[config.mk]
export PLATFORM = sky130hd
export DESIGN_NAME = wb_gain_ctrl
export DESIGN_NICKNAME = d
export VERILOG_FILES = /design/src/rtl/wb_gain_ctrl.sv
export SDC_FILE = /design/constraint.sdc
export NUM_CORES = 1
export LEC_CHECK = 0
export CAP_MARGIN = 20
export CELL_PAD_IN_SITES_DETAIL_PLACEMENT = 0
export CELL_PAD_IN_SITES_GLOBAL_PLACEMENT = 1
export CORE_MARGIN = 4
export CORE_UTILIZATION = 25
export DETAILED_ROUTE_END_ITERATION = 10
export PLACE_DENSITY = 0.62
export SLEW_MARGIN = 30
export SYNTH_ARGS = -nofsm -noshare
export SYNTH_HDL_FRONTEND = slang
export SYNTH_SLANG_ARGS = --single-unit
export TNS_END_PERCENT = 50
[constraint.sdc]
create_clock -name clk -period 5.6 [get_ports clk]
set_clock_uncertainty 0.05 [all_clocks]
set_input_delay 1.12 -clock clk [delete_from_list [all_inputs] [get_ports clk]]
set_output_delay 1.12 -clock clk [all_outputs]
set_load 0.02 [all_outputs]
[src/rtl/wb_gain_ctrl.sv]
// wb_gain_ctrl -- white-balance gain controller.
//
// Accepts per-frame R/G/B channel sums, computes the red and blue gains
// rk = (G << 8) / R and bk = (G << 8) / B in U10.8 using one shared restoring
// divider (18 cycles per quotient, red first, then blue), parks the results in
// shadow registers and commits them to rk/bk only at frame_sync. A manual
// override can be committed at frame_sync instead.
//
// Build option:
//   WB_GAIN_CLAMP_EN  defined   -> computed quotients are clamped to [GAIN_MIN, GAIN_MAX]
//                     undefined -> only saturation at 18'h3FFFF; GAIN_MIN/GAIN_MAX unused
//
// Ports:
//   clk, rst_n                clock; asynchronous active-low reset
//   stat_valid, stat_ready    handshake for the frame sums (ready only while idle)
//   sum_r, sum_g, sum_b       32-bit frame channel sums (sum_g = mean of both G sites)
//   frame_sync                frame-boundary pulse, the only point where rk/bk change
//   manual_en                 commit manual_rk/manual_bk instead of computed gains
//   manual_rk, manual_bk      manual gains, U10.8
//   rk, bk                    committed gains, U10.8 (18'h100 = 1.0)
//   gain_update               one-cycle pulse in the cycle after rk/bk are written
//   busy                      divider running

module wb_gain_ctrl #(
    parameter logic [17:0] GAIN_MAX = 18'h400,
    parameter logic [17:0] GAIN_MIN = 18'h080
) (
    input  logic        clk,
    input  logic        rst_n,
    input  logic        stat_valid,
    output logic        stat_ready,
    input  logic [31:0] sum_r,
    input  logic [31:0] sum_g,
    input  logic [31:0] sum_b,
    input  logic        frame_sync,
    input  logic        manual_en,
    input  logic [17:0] manual_rk,
    input  logic [17:0] manual_bk,
    output logic [17:0] rk,
    output logic [17:0] bk,
    output logic        gain_update,
    output logic        busy
);

    localparam logic [17:0] UNITY   = 18'h100;
    localparam logic [17:0] SAT_MAX = 18'h3FFFF;
    localparam logic [4:0]  LAST    = 5'd17;

    typedef enum logic [2:0] {
        StIdle = 3'b001,
        StDivR = 3'b010,
        StDivB = 3'b100
    } state_e;

    state_e      state_q;
    logic [31:0] sum_r_q, sum_g_q, sum_b_q;
    logic [31:0] rem_q;
    logic [17:0] lo_q;          // low dividend bits still to be brought down, MSB next
    logic [16:0] quo_q;         // quotient bits produced so far
    logic [4:0]  cnt_q;
    logic [17:0] shadow_rk_q, shadow_bk_q;
    logic        pending_q;
    logic [17:0] rk_q, bk_q;
    logic        gain_update_q;

    logic [31:0] den;
    logic [32:0] trial;
    logic        q_bit;
    logic [31:0] rem_d;
    logic [17:0] quo_d;
    logic        ovf;
    logic [17:0] quo_sat;
    logic [17:0] gain_res;
    logic        last_step;
    logic        div_done;

    // One restoring-division step plus result formatting. The dividend is
    // {sum_g, 8'h00} (40 bits); its top 22 bits seed the remainder and the low
    // 18 bits are shifted in one per cycle, giving one quotient bit per cycle.
    always_comb begin
        den      = (state_q == StDivB) ? sum_b_q : sum_r_q;
        trial    = {rem_q, lo_q[17]};
        q_bit    = (trial >= {1'b0, den});
        // When q_bit is set the true difference is below den, so 32 bits suffice.
        rem_d    = q_bit ? (trial[31:0] - den) : trial[31:0];
        quo_d    = {quo_q, q_bit};
        // Quotient would need more than 18 bits: (g << 8) >= (den << 18).
        ovf      = ({10'b0, sum_g_q[31:10]} >= den);
        quo_sat  = ovf ? SAT_MAX : quo_d;
`ifdef WB_GAIN_CLAMP_EN
        if (quo_sat > GAIN_MAX) begin
            quo_sat = GAIN_MAX;
        end else if (quo_sat < GAIN_MIN) begin
            quo_sat = GAIN_MIN;
        end
`endif
        // A zero channel sum carries no colour information: fall back to unity,
        // deliberately outside the clamp window.
        gain_res = (den == '0) ? UNITY : quo_sat;
    end

    assign last_step = (cnt_q == LAST);
    assign div_done  = (state_q == StDivB) && last_step;

    always_ff @(posedge clk or negedge rst_n) begin
        if (!rst_n) begin
            state_q       <= StIdle;
            sum_r_q       <= '0;
            sum_g_q       <= '0;
            sum_b_q       <= '0;
            rem_q         <= '0;
            lo_q          <= '0;
            quo_q         <= '0;
            cnt_q         <= '0;
            shadow_rk_q   <= UNITY;
            shadow_bk_q   <= UNITY;
            pending_q     <= 1'b0;
            rk_q          <= UNITY;
            bk_q          <= UNITY;
            gain_update_q <= 1'b0;
        end else begin
            gain_update_q <= 1'b0;

            unique case (state_q)
                StIdle: begin
                    if (stat_valid) begin
                        sum_r_q <= sum_r;
                        sum_g_q <= sum_g;
                        sum_b_q <= sum_b;
                        rem_q   <= {10'b0, sum_g[31:10]};
                        lo_q    <= {sum_g[9:0], 8'h00};
                        quo_q   <= '0;
                        cnt_q   <= '0;
                        state_q <= StDivR;
                    end
                end
                StDivR: begin
                    if (last_step) begin
                        shadow_rk_q <= gain_res;
                        // Reseed the divider for the blue channel.
                        rem_q       <= {10'b0, sum_g_q[31:10]};
                        lo_q        <= {sum_g_q[9:0], 8'h00};
                        quo_q       <= '0;
                        cnt_q       <= '0;
                        state_q     <= StDivB;
                    end else begin
                        rem_q <= rem_d;
                        lo_q  <= {lo_q[16:0], 1'b0};
                        quo_q <= quo_d[16:0];
                        cnt_q <= cnt_q + 5'd1;
                    end
                end
                StDivB: begin
                    if (last_step) begin
                        shadow_bk_q <= gain_res;
                        pending_q   <= 1'b1;
                        state_q     <= StIdle;
                    end else begin
                        rem_q <= rem_d;
                        lo_q  <= {lo_q[16:0], 1'b0};
                        quo_q <= quo_d[16:0];
                        cnt_q <= cnt_q + 5'd1;
                    end
                end
                default: state_q <= StIdle;
            endcase

            // Commit point. A result finishing in this very cycle is not yet
            // committable and keeps pending set for the next frame_sync.
            if (frame_sync) begin
                if (manual_en) begin
                    rk_q          <= manual_rk;
                    bk_q          <= manual_bk;
                    gain_update_q <= 1'b1;
                    if (!div_done) begin
                        pending_q <= 1'b0;
                    end
                end else if (pending_q && !div_done) begin
                    rk_q          <= shadow_rk_q;
                    bk_q          <= shadow_bk_q;
                    pending_q     <= 1'b0;
                    gain_update_q <= 1'b1;
                end
            end
        end
    end

    // An inverted clamp window would make the clamp result order-dependent.
    always_ff @(posedge clk) begin
        assert (GAIN_MIN <= GAIN_MAX);
    end

    assign stat_ready  = (state_q == StIdle);
    assign busy        = (state_q != StIdle);
    assign rk          = rk_q;
    assign bk          = bk_q;
    assign gain_update = gain_update_q;

endmodule

# Word-level counts from Yosys, hierarchy flattened
# Cells that the tools add are included.
# totals
inputBits	137
wordCells	76
out_inout_bits	39
reg_bits	245
# classes
add_sub_neg	2
n_eq_ne	9
muxes	37
reduce_logical	12
n_lt_le_gt_ge	2
# ops
op	count
$mux W18	9
$mux W32	5
$pmux W32 S3	1
$pmux W18 S3	1
$mux W17	3
$pmux W17 S3	1
$ge A33 B32 Y1	1
$ge A22 B32 Y1	1
$logic_not A32 Y1	1
$sub A32 B32 Y32	1
$mux W5	3
$pmux W5 S3	1
$mux W1	9
$mux W3	3
$pmux W3 S3	1
$ne A2 B2 Y1 const B	4
$reduce_and A2 Y1	4
$reduce_and A3 Y1	2
$add A5 B1 Y5 const B	1
$eq A5 B5 Y1 const B	1
$eq A3 B1 Y1 const B	1
$eq A3 B2 Y1 const B	1
$eq A3 B3 Y1 const B	1
$ne A3 B1 Y1 const B	1
4 further kinds	5

# Depth between registers and ports, before layout
# Gate-level depths: netlist of run 1.
# logic_depth
word_depth	7
depth_mapped	21
depth_no_buf	13

# Worst setup path after synthesis of run 1
# Ideal clock, no wire load.
# synth_timing
kind	flip-flop to flip-flop
from	reg state_q[1]
to	reg rem_q[15]
t_arrival_ns	4.431
period_less_slack_ns	4.618
path_slack_ns	0.982
setup_time_ns	0.137
required_ns	5.413
stages_incl_launch_ff	20
n_path_buf	6
path_cell_list	dfrtp_1 nor3b_2 buf_6 buf_2 buf_2 buf_2 mux2i_1 ha_1 clkbuf_1 a21oi_1 o21ai_0 a31oi_1 o21ai_0 a311oi_1 nor4_4 a31oi_4 buf_6 mux2_2 a222oi_1 a21oi_1
# synth_between
elab_chain_len	6
word_cells_on_any_way	14
classes_between	1 x add/sub; 1 x order compare; 5 x eq/ne; 5 x mux; 2 x reduce/logical
# synth_rtl
item	line	source
start: declaration	55	state_e state_q;
start signal: assignment	107	state_q <= StIdle;
start signal: assignment	134	state_q <= StDivR;
start signal: assignment	145	state_q <= StDivB;
$eq A3 B3 Y1	81, 124	
$mux W32	81	den = (state_q == StDivB) ? sum_b_q : sum_r_q;
$sub A32 B32 Y32 / $ge A33 B32 Y1 (equally long branches)	85, 83	
$mux W32	85	rem_d = q_bit ? (trial[31:0] - den) : trial[31:0];
$mux W32, on equally long branches	154, 138	
$pmux W32 S3	124	unique case (state_q)
end signal: assignment	130	rem_q <= {10'b0, sum_g[31:10]};
end signal: assignment	141	rem_q <= {10'b0, sum_g_q[31:10]};
end signal: assignment	159	rem_q <= rem_d;
end: declaration	57	logic [31:0] rem_q;
# Parallel ways exist; a longest one is shown, timed or not. The select of a mux whose other input is x is not followed.
# A chain may end at the register's enable or synchronous reset.

# Worst setup path after layout of run 1
# layout_timing
from	reg state_q[1]
to	reg rem_q[18]
# The elaborated chain is that of the path after synthesis.

==> results by group, run 1 <==
Layout
  • Multi-input gate area: roughly 6400 µm²
  • Non-Filler Instances: between 2000 and 2500
  • Flip-flop and latch area: ~5900 µm²
  • Most common cell after layout, fill and taps aside: dfrtp_1
  • Share of cells above drive strength 1: 14.91%
  • Fill cell count: between 5000 and 6000
  • Post-route cell area: around 16000 µm²
  • Nets@finish: approximately 1500
  • N_diodes: 0
  • Commonest non-fill, non-tap cells in the layout: dfrtp_1 (232), clkdlybuf4s50_1 (173), mux2_2 (102), nand2_1 (91), o21ai_0 (83)
  • Post-layout utilization of the core: between 30% and 40%
  • Synth-to-Final Area Change: 28.83%

Timing
  • Hold_ws: ~0.37 ns
  • Worst relative slew slack: roughly 37%
  • Setup_tns: 0 ns
  • Setup slack after layout: 1.065 ns
  • Max-slew violations: 0
  • Fin crit share: approximately four fifths
  • Final Hold Vio Count: 0
  • # setup viols final: 0
  • Worst-Margin Slew: 0.9385 ns
  • RSZ-0062 raised after global routing: no
  • Max Freq: ~220 MHz
  • Fin crit period: 4.535 ns

Clock tree
  • Root Buffer: clkbuf_16
  • H-Tree Depth: 1
  • Hold-fix buffers, CTS: 0
  • CTS buffer count: 31
  • Clock Sinks: 237
  • Post-CTS setup buffers: 0
  • Clk buf depth: 3
  • # resized after CTS: 0
  • CTS tree: yes
  • Clk pin slew, worst setup/hold paths: around 0.050 ns
  • Worst-Skew Late Latency: between 0.5 and 0.6 ns

Die
  • Die width: 233.7 µm
  • Die height: about 230 µm
  • Std-Cell Rows: 82
  • Initial Util: 25.34%
  • Core area: 50270 µm²
  • Die ar.: between 50000 and 60000 µm²
  • Ports: about 180

Worst setup path
  • CP required: ~6 ns
  • CP arrival: 4.93 ns
  • Endpoint class of the critical path: register
  • Worst-path maximum fanout: 36
  • Setup CP Type: reg2reg
  • Crit start category: register

Synth
  • Avg Synthesized Cell Area: approximately 11 µm²
  • Post-synth net total: 1373
  • Post-synth ARST share: 100.0%
  • Register area share after synthesis: around 47%
  • Post-Syn Area: about 13000 µm²
  • Synth Warn #: 0
  • Seq cells post-synth: 237
  • Mapped Cells: 1183
  • Count of unique library cells instantiated by Yosys: 66
  • Post-synth EDFFs: 0
  • Dominant synthesized flop cell: dfrtp_1

Min path
  • HP Class: in2async

Placement
  • Inst Count DP: 1980
  • Placed cell area: approximately 15000 µm²
  • Detailed-placement wirelength estimate: ~28 mm
  • Routability Congestion: 0.8596
  • Buffers added on ports: around 180
  • Post-place setup slack: between 1 and 1.5 ns

Routing
  • Routed Antenna Nets: 0
  • Vias post-DR: slightly below 10000
  • Initial DRC Count: between 500 and 600
  • Routed WL per cell: 18.93 µm
  • Detailed Route WL: 38.61 mm
  • First-pass DRT Iterations: 7
  • Remaining DRCs: 0
  • Avg Vias per Cell: slightly below 5

Power
  • Max rail drop VDD: between 200 and 250 µV
  • Pwr Total: 8.831 mW
  • Pwr Density: 538.1 nW/µm²
  • Leak Pwr: between 6 and 7 nW

GRT
  • Initial antenna violation count: 1
  • Largest net degree at the start of global routing: approximately 120
  • Global-route wire length before repair: roughly 60 mm
  • Vias in the first global route: between 10000 and 15000
  • Total track usage: between 10% and 20%
  • GRT overflow: 0

Run
  • Max Cap Viol: 0

Run status
  • Status: finished, final reports clean
[cells in the mapped netlist, types with 3 or more instances]
master / instances / area, µm²
mux2i_1: 73 / 730.7
nor2b_1: 8 / 50.05
nor4_1: 9 / 56.30
a21oi_1: 57 / 285.3
a31oi_1: 11 / 68.82
a211oi_1: 4 / 30.03
o21bai_1: 3 / 22.52
dfstp_2: 5 / 131.4
dfrtp_1: 232 / 5806
and2_1: 5 / 31.28
a221oi_1: 19 / 166.4
o211ai_1: 3 / 22.52
inv_1: 17 / 63.81
mux2_2: 102 / 1149
o22ai_1: 5 / 31.28
mux2_1: 8 / 90.09
xor2_1: 10 / 87.58
ha_1: 52 / 650.6
o21ai_0: 83 / 415.4
xnor2_1: 20 / 175.2
a222oi_1: 13 / 130.1
clkbuf_1: 67 / 251.5
or3_1: 21 / 131.4
nand2b_1: 12 / 75.07
nor2_1: 52 / 195.2
and3_1: 3 / 18.77
nand3_1: 13 / 65.06
a32oi_1: 6 / 52.55
nor3_1: 32 / 160.2
o31ai_1: 4 / 30.03
nand4_1: 15 / 93.84
buf_6: 5 / 56.30
a21o_1: 27 / 202.7
a22o_1: 50 / 437.9
nand2_1: 92 / 345.3
o21a_1: 6 / 45.04
buf_2: 4 / 20.02
[final timing paths]
check,slack (ns),end,cells past startpoint,start
max,1.07,rem_q[18],15,state_q[1]
min,0.37,sum_b_q[10],1,rst_n
max reg2reg,1.07,rem_q[18],15,state_q[1]
min reg2reg,0.43,bk[11],2,bk[11]
max in group asynchronous,4.14,bk[17],2,rst_n
min in group clk,0.43,bk[11],2,bk[11]
[state kept, by name, indices dropped and copies added, names as in the netlist]
register / count
rem_q: 32
sum_b_q: 32
sum_g_q: 32
sum_r_q: 32
bk: 18
rk: 18
shadow_bk_q: 18
shadow_rk_q: 18
quo_q: 17
lo_q: 10
cnt_q: 5
state_q: 3
gain_update: 1
pending_q: 1
[kinds of logic after synthesis]
logic type | Yosys count | synth area share, %
buf+inv | 96 | 3.163
simple gates | 274 | 10.51
compound gates | 309 | 16.76
fa+ha+maj | 53 | 5.265
xor+xnor | 30 | 2.063
mux | 184 | 15.64
flops | 237 | 46.61
[metal layers]
metal | GRT usage (%) | share of wire, %
met5 | 0 | 0.034
met4 | 3.620 | 2.7
met3 | 2.563 | 5.0
met2 | 23.70 | 48
met1 | 17.97 | 44
[power by group]
group	internal (mW)	switching, mW	total, mW
Sequential	2.24	0.404	2.64
Clock	1.31	0.812	2.13
Combinational	1.79	2.27	4.06
[layout make-up]
class                           instances  share of cell area, %
Clock inverter                         17                  1.426
Tap cell                              672                  5.124
Timing Repair Buffer                  205                  12.44
Sequential cell                       237                  36.18
Multi-Input combinational cell        850                  39.16
Clock buffer                           41                  5.261
Inverter                               18                 0.4117
[critical path, cell delays in order (launching register included)]
cell and delay, ns:
dfrtp_1 0.45, nor3b_4 0.24, buf_12 0.31, mux2i_1 0.27, ha_1 0.38, a21oi_1 0.26
o21ai_0 0.20, a21o_1 0.21, a21o_1 0.17, a221oi_1 0.40, o21ai_0 0.21, a31oi_4 0.21
buf_12 0.23, mux2_1 0.36, a222oi_1 0.31, a21oi_1 0.11
No activity file was read; power rests on OpenSTA's default activity.
==> run 2: changes to the inputs <==
- PLACE_DENSITY: 0.62 -> 0.64
- clock period: 5.6 -> 3.7 ns (I/O delays scaled with it)
==> results by group, run 2 (synthesis results as in run 1) <==
Run status
  • Status: finished with violations (was finished, final reports clean)
  • Failing checks: negative setup slack

Timing
  • Final Hold Vio Count: 0 (unchanged)
  • Fin crit period: 3.899 ns (was 4.535 ns)
  • Worst-Margin Slew: 0.8225 ns (was 0.9385 ns)
  • Worst relative slew slack: 45.04% (was 37.43%)
  • Max-slew violations: 0 (unchanged)
  • # setup viols final: 21 (was 0)
  • Max Freq: 256.5 MHz (was 220.5 MHz)
  • Fin crit share: 105.4% (was 80.98%)
  • Setup slack after layout: -0.1988 ns (was 1.065 ns)
  • RSZ-0062 raised after global routing: yes (was no)

Placement
  • Post-place setup slack: -0.3717 ns (was 1.036 ns)
  • Routability Congestion: 0.8592 (was 0.8596)
  • Inst Count DP: 2097 (was 1980)
  • Placed cell area: 16320 µm² (was 15270 µm²)
  • Detailed-placement wirelength estimate: 28.96 mm (was 27.62 mm)
  • Buffers added on ports: 175 (unchanged)

Min path
  • HP Class: in2async (unchanged)

Worst setup path
  • Worst path slowest cell: dfrtp_1 (unchanged)
  • CP arrival: 4.29 ns (was 4.93 ns)
  • Worst-path maximum fanout: 8 (was 36)
  • Flop2flop setup slack: -0.20 ns (was 1.07 ns)
  • Endpoint class of the critical path: register (unchanged)
  • Setup CP Type: reg2reg (unchanged)
  • Reg-to-reg endpoint: rem_q[11] (was rem_q[18])
  • Worst r2r src: state_q[1] (unchanged)
  • CP required: 4.09 ns (was 5.99 ns)
  • Crit start category: register (unchanged)
  • CP dominant cell by count: buf_12
  • Crit-path cells: nor3b_4 -> buf_6 -> buf_12 -> mux2i_4 -> ha_4 -> a21o_1 -> a221o_1 -> a2111oi_4 -> o21ba_4 -> nor4_4 -> a31oi_4 -> buf_12 -> buf_4 -> mux2_4 -> a221oi_2 -> nor3_1 (was nor3b_4 -> buf_12 -> mux2i_1 -> ha_1 -> a21oi_1 -> o21ai_0 -> a21o_1 -> a21o_1 -> a221oi_1 -> o21ai_0 -> a31oi_4 -> buf_12 -> mux2_1 -> a222oi_1 -> a21oi_1)
  • Max stage delay on crit path: 0.40 ns (was 0.45 ns)
  • R2R depth: 16 (was 15)

Layout
  • Flip-flop and latch area: 5937 µm² (unchanged)
  • Commonest non-fill, non-tap cells in the layout: dfrtp_1 (232), clkdlybuf4s50_1 (173), buf_4 (151), mux2_2 (97), nand2_1 (88) (was dfrtp_1 (232), clkdlybuf4s50_1 (173), mux2_2 (102), nand2_1 (91), o21ai_0 (83))
  • Share of cells above drive strength 1: 30.34% (was 14.91%)
  • Non-Filler Instances: 2185 (was 2040)
  • N_diodes: 0 (unchanged)
  • Synth-to-Final Area Change: 44.63% (was 28.83%)
  • Fill cell count: 4990 (was 5160)
  • Multi-input gate area: 7249 µm² (was 6426 µm²)
  • Post-layout utilization of the core: 36.65% (was 32.64%)
  • Most common cell after layout, fill and taps aside: dfrtp_1 (unchanged)
  • Nets@finish: 1682 (was 1533)
  • Post-route cell area: 18420 µm² (was 16410 µm²)

Clock tree
  • Clock Sinks: 237 (unchanged)
  • CTS tree: yes (unchanged)
  • Hold-fix buffers, CTS: 0 (unchanged)
  • CTS buffer count: 29 (was 31)
  • Clk pin slew, worst setup/hold paths: 0.06 ns (was 0.05 ns)
  • H-Tree Depth: 1 (unchanged)
  • Clk buf depth: 3 (unchanged)
  • Worst-Skew Late Latency: 0.57 ns (was 0.59 ns)
  • Root Buffer: clkbuf_16 (unchanged)

Routing
  • Top sig layer: met5 (unchanged)
  • Initial DRC Count: 724 (was 580)
  • Met3 routed WL: 2.160 mm (was 1.941 mm)
  • Met1 WL: 18.77 mm (was 17.18 mm)
  • Vias post-DR: 10533 (was 9855)
  • Remaining DRCs: 0 (unchanged)
  • First-pass DRT Iterations: 5 (was 7)
  • Avg Vias per Cell: 4.821 (was 4.831)
  • DR WL met2: 18.91 mm (was 18.42 mm)
  • Routed Antenna Nets: 0 (unchanged)
  • Routed WL per cell: 18.65 µm (was 18.93 µm)
  • Detailed Route WL: 40.75 mm (was 38.61 mm)

Die
  • Std-Cell Rows: 82 (unchanged)
  • Core area: 50270 µm² (unchanged)
  • Die ar.: 54630 µm² (unchanged)
  • Die height: 233.7 µm (unchanged)
  • Ports: 176 (unchanged)
  • Die width: 233.7 µm (unchanged)
  • Initial Util: 25.34% (unchanged)

Power
  • Pwr Total: 15.55 mW (was 8.831 mW)
  • Pwr Density: 843.8 nW/µm² (was 538.1 nW/µm²)
  • Max rail drop VDD: 414.6 µV (was 239.7 µV)
  • Leak Pwr: 7.874 nW (was 6.940 nW)

GRT
  • Vias in the first global route: 10747 (was 10368)
  • Initial antenna violation count: 1 (unchanged)
  • Largest net degree at the start of global routing: 98 (was 124)
  • Total track usage: 14.43% (was 13.82%)
  • Global-route wire length before repair: 62.65 mm (was 60.31 mm)
  • GRT overflow: 0 (unchanged)

Run
  • Max Cap Viol: 0 (unchanged)
run 2: metal layers:
| layer | track usage [%] | up-vias |
|---|---|---|
| li1 | - | 5038 |
| met1 | 19.96 | 5187 |
| met2 | 23.79 | 253 |
| met3 | 2.320 | 53 |
| met4 | 3.361 | 2 |
| met5 | 0 | - |
run 2: stage by stage:
stage               hold WS [ns]  setup TNS (ns)
global placement          0.4127          -12.58
floorplan                 0.3944          -1.307
global route             0.08932          -7.495
detailed placement        0.4195          -15.43
finish                   0.06035          -2.246
CTS                      0.06439          -7.362
run 2: cell type report:
cell class	count	area share, %
inverter	18	0.3667
sequential	237	32.22
multi-input combinational	850	39.35
clock inverter	11	0.6248
tap	672	4.564
timing repair buffer	356	18.42
clock buffer	41	4.455
run 2: report_power, final:
| group | internal, mW | switching, mW | total (mW) |
|---|---|---|---|
| logic | 4.40 | 4.20 | 8.60 |
| clock network | 1.68 | 1.14 | 2.82 |
| registers | 3.39 | 0.741 | 4.13 |
| total | 9.46 | 6.09 | 15.5 |
run 2: worst max-delay path by stage:
stage,endpoint,cells after the start,from,slack [ns]
global placement,rem_q[15],13,state_q[1],-0.36
CTS,rem_q[15],17,state_q[0],-0.22
finish,rem_q[11],16,state_q[1],-0.20
global route,rem_q[18],15,state_q[1],-0.32
detailed placement,rem_q[15],15,state_q[1],-0.37
floorplan,rem_q[15],19,state_q[1],-0.15
run 2: what timing repair did:
item                                   CTS  global route
gates resized for setup                 60            97
endpoints found under the hold margin    0             0
gates cloned                             2             2
pin swaps                               11            36
buffers inserted                        15            18
setup endpoints to repair               68            69
run 2: worst max-delay path, delay by kind of cell, from the launching register on:
kind	cells	cell delay, ns
adder cells (fa/ha/maj)	1	0.23
flip-flops	1	0.40
buffers and inverters	4	0.60
AND/OR/NAND/NOR	3	0.34
AO/OA/AOI/OAI	6	1.57
multiplexers	2	0.56
==> run 3: changes to the inputs <==
- clock period: 3.7 -> 3.3 ns (I/O delays scaled with it)
==> results by group, run 3 (synthesis results as in run 1) <==
Worst setup path
  • Worst r2r src: state_q[0] (was state_q[1])
  • Crit start category: register (unchanged)
  • Worst-path maximum fanout: 6 (was 8)
  • Flop2flop setup slack: -0.60 ns (was -0.20 ns)
  • Endpoint class of the critical path: register (unchanged)
  • Setup CP Type: reg2reg (unchanged)
  • CP required: 3.71 ns (was 4.09 ns)
  • Reg-to-reg endpoint: rem_q[20] (was rem_q[11])
  • CP arrival: 4.31 ns (was 4.29 ns)
  • R2R depth: 18 (was 16)

Run
  • Max Cap Viol: 0 (unchanged)

GRT
  • Total track usage: 14.63% (was 14.43%)
  • Initial antenna violation count: 0 (was 1)
  • Global-route wire length before repair: 63.49 mm (was 62.65 mm)
  • GRT overflow: 0 (unchanged)
  • Vias in the first global route: 11146 (was 10747)
  • Largest net degree at the start of global routing: 98 (unchanged)

Run status
  • Failing checks: negative setup slack (unchanged)
  • Status: finished with violations (unchanged)

Layout
  • Fill cell count: 4975 (was 4990)
  • N_diodes: 0 (unchanged)
  • Nets@finish: 1724 (was 1682)
  • Multi-input gate area: 7119 µm² (was 7249 µm²)
  • Most common cell after layout, fill and taps aside: dfrtp_1 (unchanged)
  • Commonest non-fill, non-tap cells in the layout: dfrtp_1 (232), buf_4 (191), clkdlybuf4s50_1 (173), mux2_2 (98), nand2_1 (88) (was dfrtp_1 (232), clkdlybuf4s50_1 (173), buf_4 (151), mux2_2 (97), nand2_1 (88))
  • Post-layout utilization of the core: 37.34% (was 36.65%)
  • Share of cells above drive strength 1: 32.11% (was 30.34%)
  • Synth-to-Final Area Change: 47.37% (was 44.63%)
  • Flip-flop and latch area: 5937 µm² (unchanged)
  • Post-route cell area: 18770 µm² (was 18420 µm²)

Min path
  • Hold path depth: 2
  • Worst hold start: bk[17]
  • WHS Endpoint: bk[17]
  • HP Class: reg2reg (was in2async)

Power
  • Max rail drop VDD: 650.2 µV (was 414.6 µV)
  • Leak Pwr: 8.124 nW (was 7.874 nW)
  • Pwr Total: 18.06 mW (was 15.55 mW)
  • Pwr Density: 962.3 nW/µm² (was 843.8 nW/µm²)

Timing
  • Fin crit share: 118.2% (was 105.4%)
  • Max-slew violations: 0 (unchanged)
  • Fin crit period: 3.900 ns (was 3.899 ns)
  • Final Hold Vio Count: 0 (unchanged)
  • Setup slack after layout: -0.5997 ns (was -0.1988 ns)
  • Worst relative slew slack: 30.57% (was 45.04%)
  • Max Freq: 256.4 MHz (was 256.5 MHz)
  • RSZ-0062 raised after global routing: yes (unchanged)
  • Hold_ws: 0.4279 ns (was 0.06035 ns)
  • Worst-Margin Slew: 1.041 ns (was 0.8225 ns)
  • # setup viols final: 69 (was 21)

Clock tree
  • CTS tree: yes (unchanged)
  • Clk pin slew, worst setup/hold paths: 0.07 ns (was 0.06 ns)
  • Clock Sinks: 237 (unchanged)
  • Root Buffer: clkbuf_16 (unchanged)
  • Clk buf depth: 3 (unchanged)
  • CTS buffer count: 29 (unchanged)
  • H-Tree Depth: 1 (unchanged)
  • Worst-Skew Late Latency: 0.58 ns (was 0.57 ns)

Routing
  • Detailed Route WL: 41.41 mm (was 40.75 mm)
  • First-pass DRT Iterations: 7 (was 5)
  • Avg Vias per Cell: 4.785 (was 4.821)
  • Remaining DRCs: 0 (unchanged)
  • Vias post-DR: 10666 (was 10533)
  • Initial DRC Count: 578 (was 724)
  • Routed Antenna Nets: 0 (unchanged)
  • Routed WL per cell: 18.58 µm (was 18.65 µm)

Placement
  • Buffers added on ports: 175 (unchanged)
  • Post-place setup slack: -0.7502 ns (was -0.3717 ns)
  • Placed cell area: 16710 µm² (was 16320 µm²)
  • Detailed-placement wirelength estimate: 29.59 mm (was 28.96 mm)
  • Routability Congestion: 0.8807 (was 0.8592)

Die
  • Std-Cell Rows: 82 (unchanged)
  • Die width: 233.7 µm (unchanged)
  • Die height: 233.7 µm (unchanged)
  • Core area: 50270 µm² (unchanged)
  • Initial Util: 25.34% (unchanged)
  • Ports: 176 (unchanged)
  • Die ar.: 54630 µm² (unchanged)
run 3: cell count changes in the layout (fill, tap and decap cells not counted), sizes merged:
cell	previous run	this run
dlygate4sd3	0	1
clkinv	7	9
buf	181	224
clkbuf	43	34
bufinv	2	7
inv	19	21
run 3: critical path, stage by stage (launching register included):
cell	delay, ns
dfstp_2	0.55
nor3b_4	0.05
buf_6	0.13
buf_12	0.14
buf_12	0.14
mux2_4	0.24
ha_4	0.15
inv_2	0.03
a21o_1	0.18
a221o_1	0.35
a2111oi_4	0.37
o21ba_4	0.20
nor4_4	0.06
a31oi_4	0.22
buf_12	0.17
buf_8	0.13
mux2_4	0.30
a221oi_2	0.22
nor3_1	0.07
run 3: power by group:
| part | total (mW) | leakage (nW) | internal, mW | switching, mW |
|---|---|---|---|---|
| clock | 3.63 | 0.541 | 2.26 | 1.37 |
| sequential | 4.59 | 2.97 | 3.80 | 0.789 |
| combinational | 9.85 | 4.62 | 5.08 | 4.77 |
run 3: per-stage QoR:
stage,cells,TNS [ns]
floorplan,1183,-13.78
global placement,2136,-30.01
detailed placement,2136,-34.97
CTS,2214,-25.38
global route,2229,-38.46
finish,2229,-29.76
run 3: timing repair:
action                                  CTS  global route
pin swaps                                29            34
endpoints found under the setup margin   69            69
resized for setup                        81            54
endpoints found under the hold margin    51             0
buffers inserted                         23            15
cloned                                    1             0
hold buffers                              1             0
run 3: cell type report:
class | count | area share, %
Multi-Input combinational cell | 850 | 37.92
Clock inverter | 20 | 1.640
Sequential cell | 237 | 31.62
Timing Repair Buffer | 398 | 19.79
Tap cell | 672 | 4.479
Inverter | 18 | 0.3599
Clock buffer | 34 | 4.179
run 3: metal layers:
layer	GRT usage, %	up-vias	share of wire, %
li1	-	5125	-
met1	19.03	5249	44
met2	25.65	223	49
met3	1.968	69	3.7
met4	3.788	0	2.8
met5	0	-	0
run 3: worst max path at each step:
| stage | start | end |
|---|---|---|
| 3_5_place_dp | state_q[1] | rem_q[18] |
| 4_1_cts | state_q[1] | rem_q[20] |
| 5_1_grt | state_q[1] | rem_q[20] |
| 6_report | state_q[0] | rem_q[20] |
| 3_3_place_gp | state_q[1] | rem_q[18] |
| 2_1_floorplan | state_q[1] | rem_q[15] |
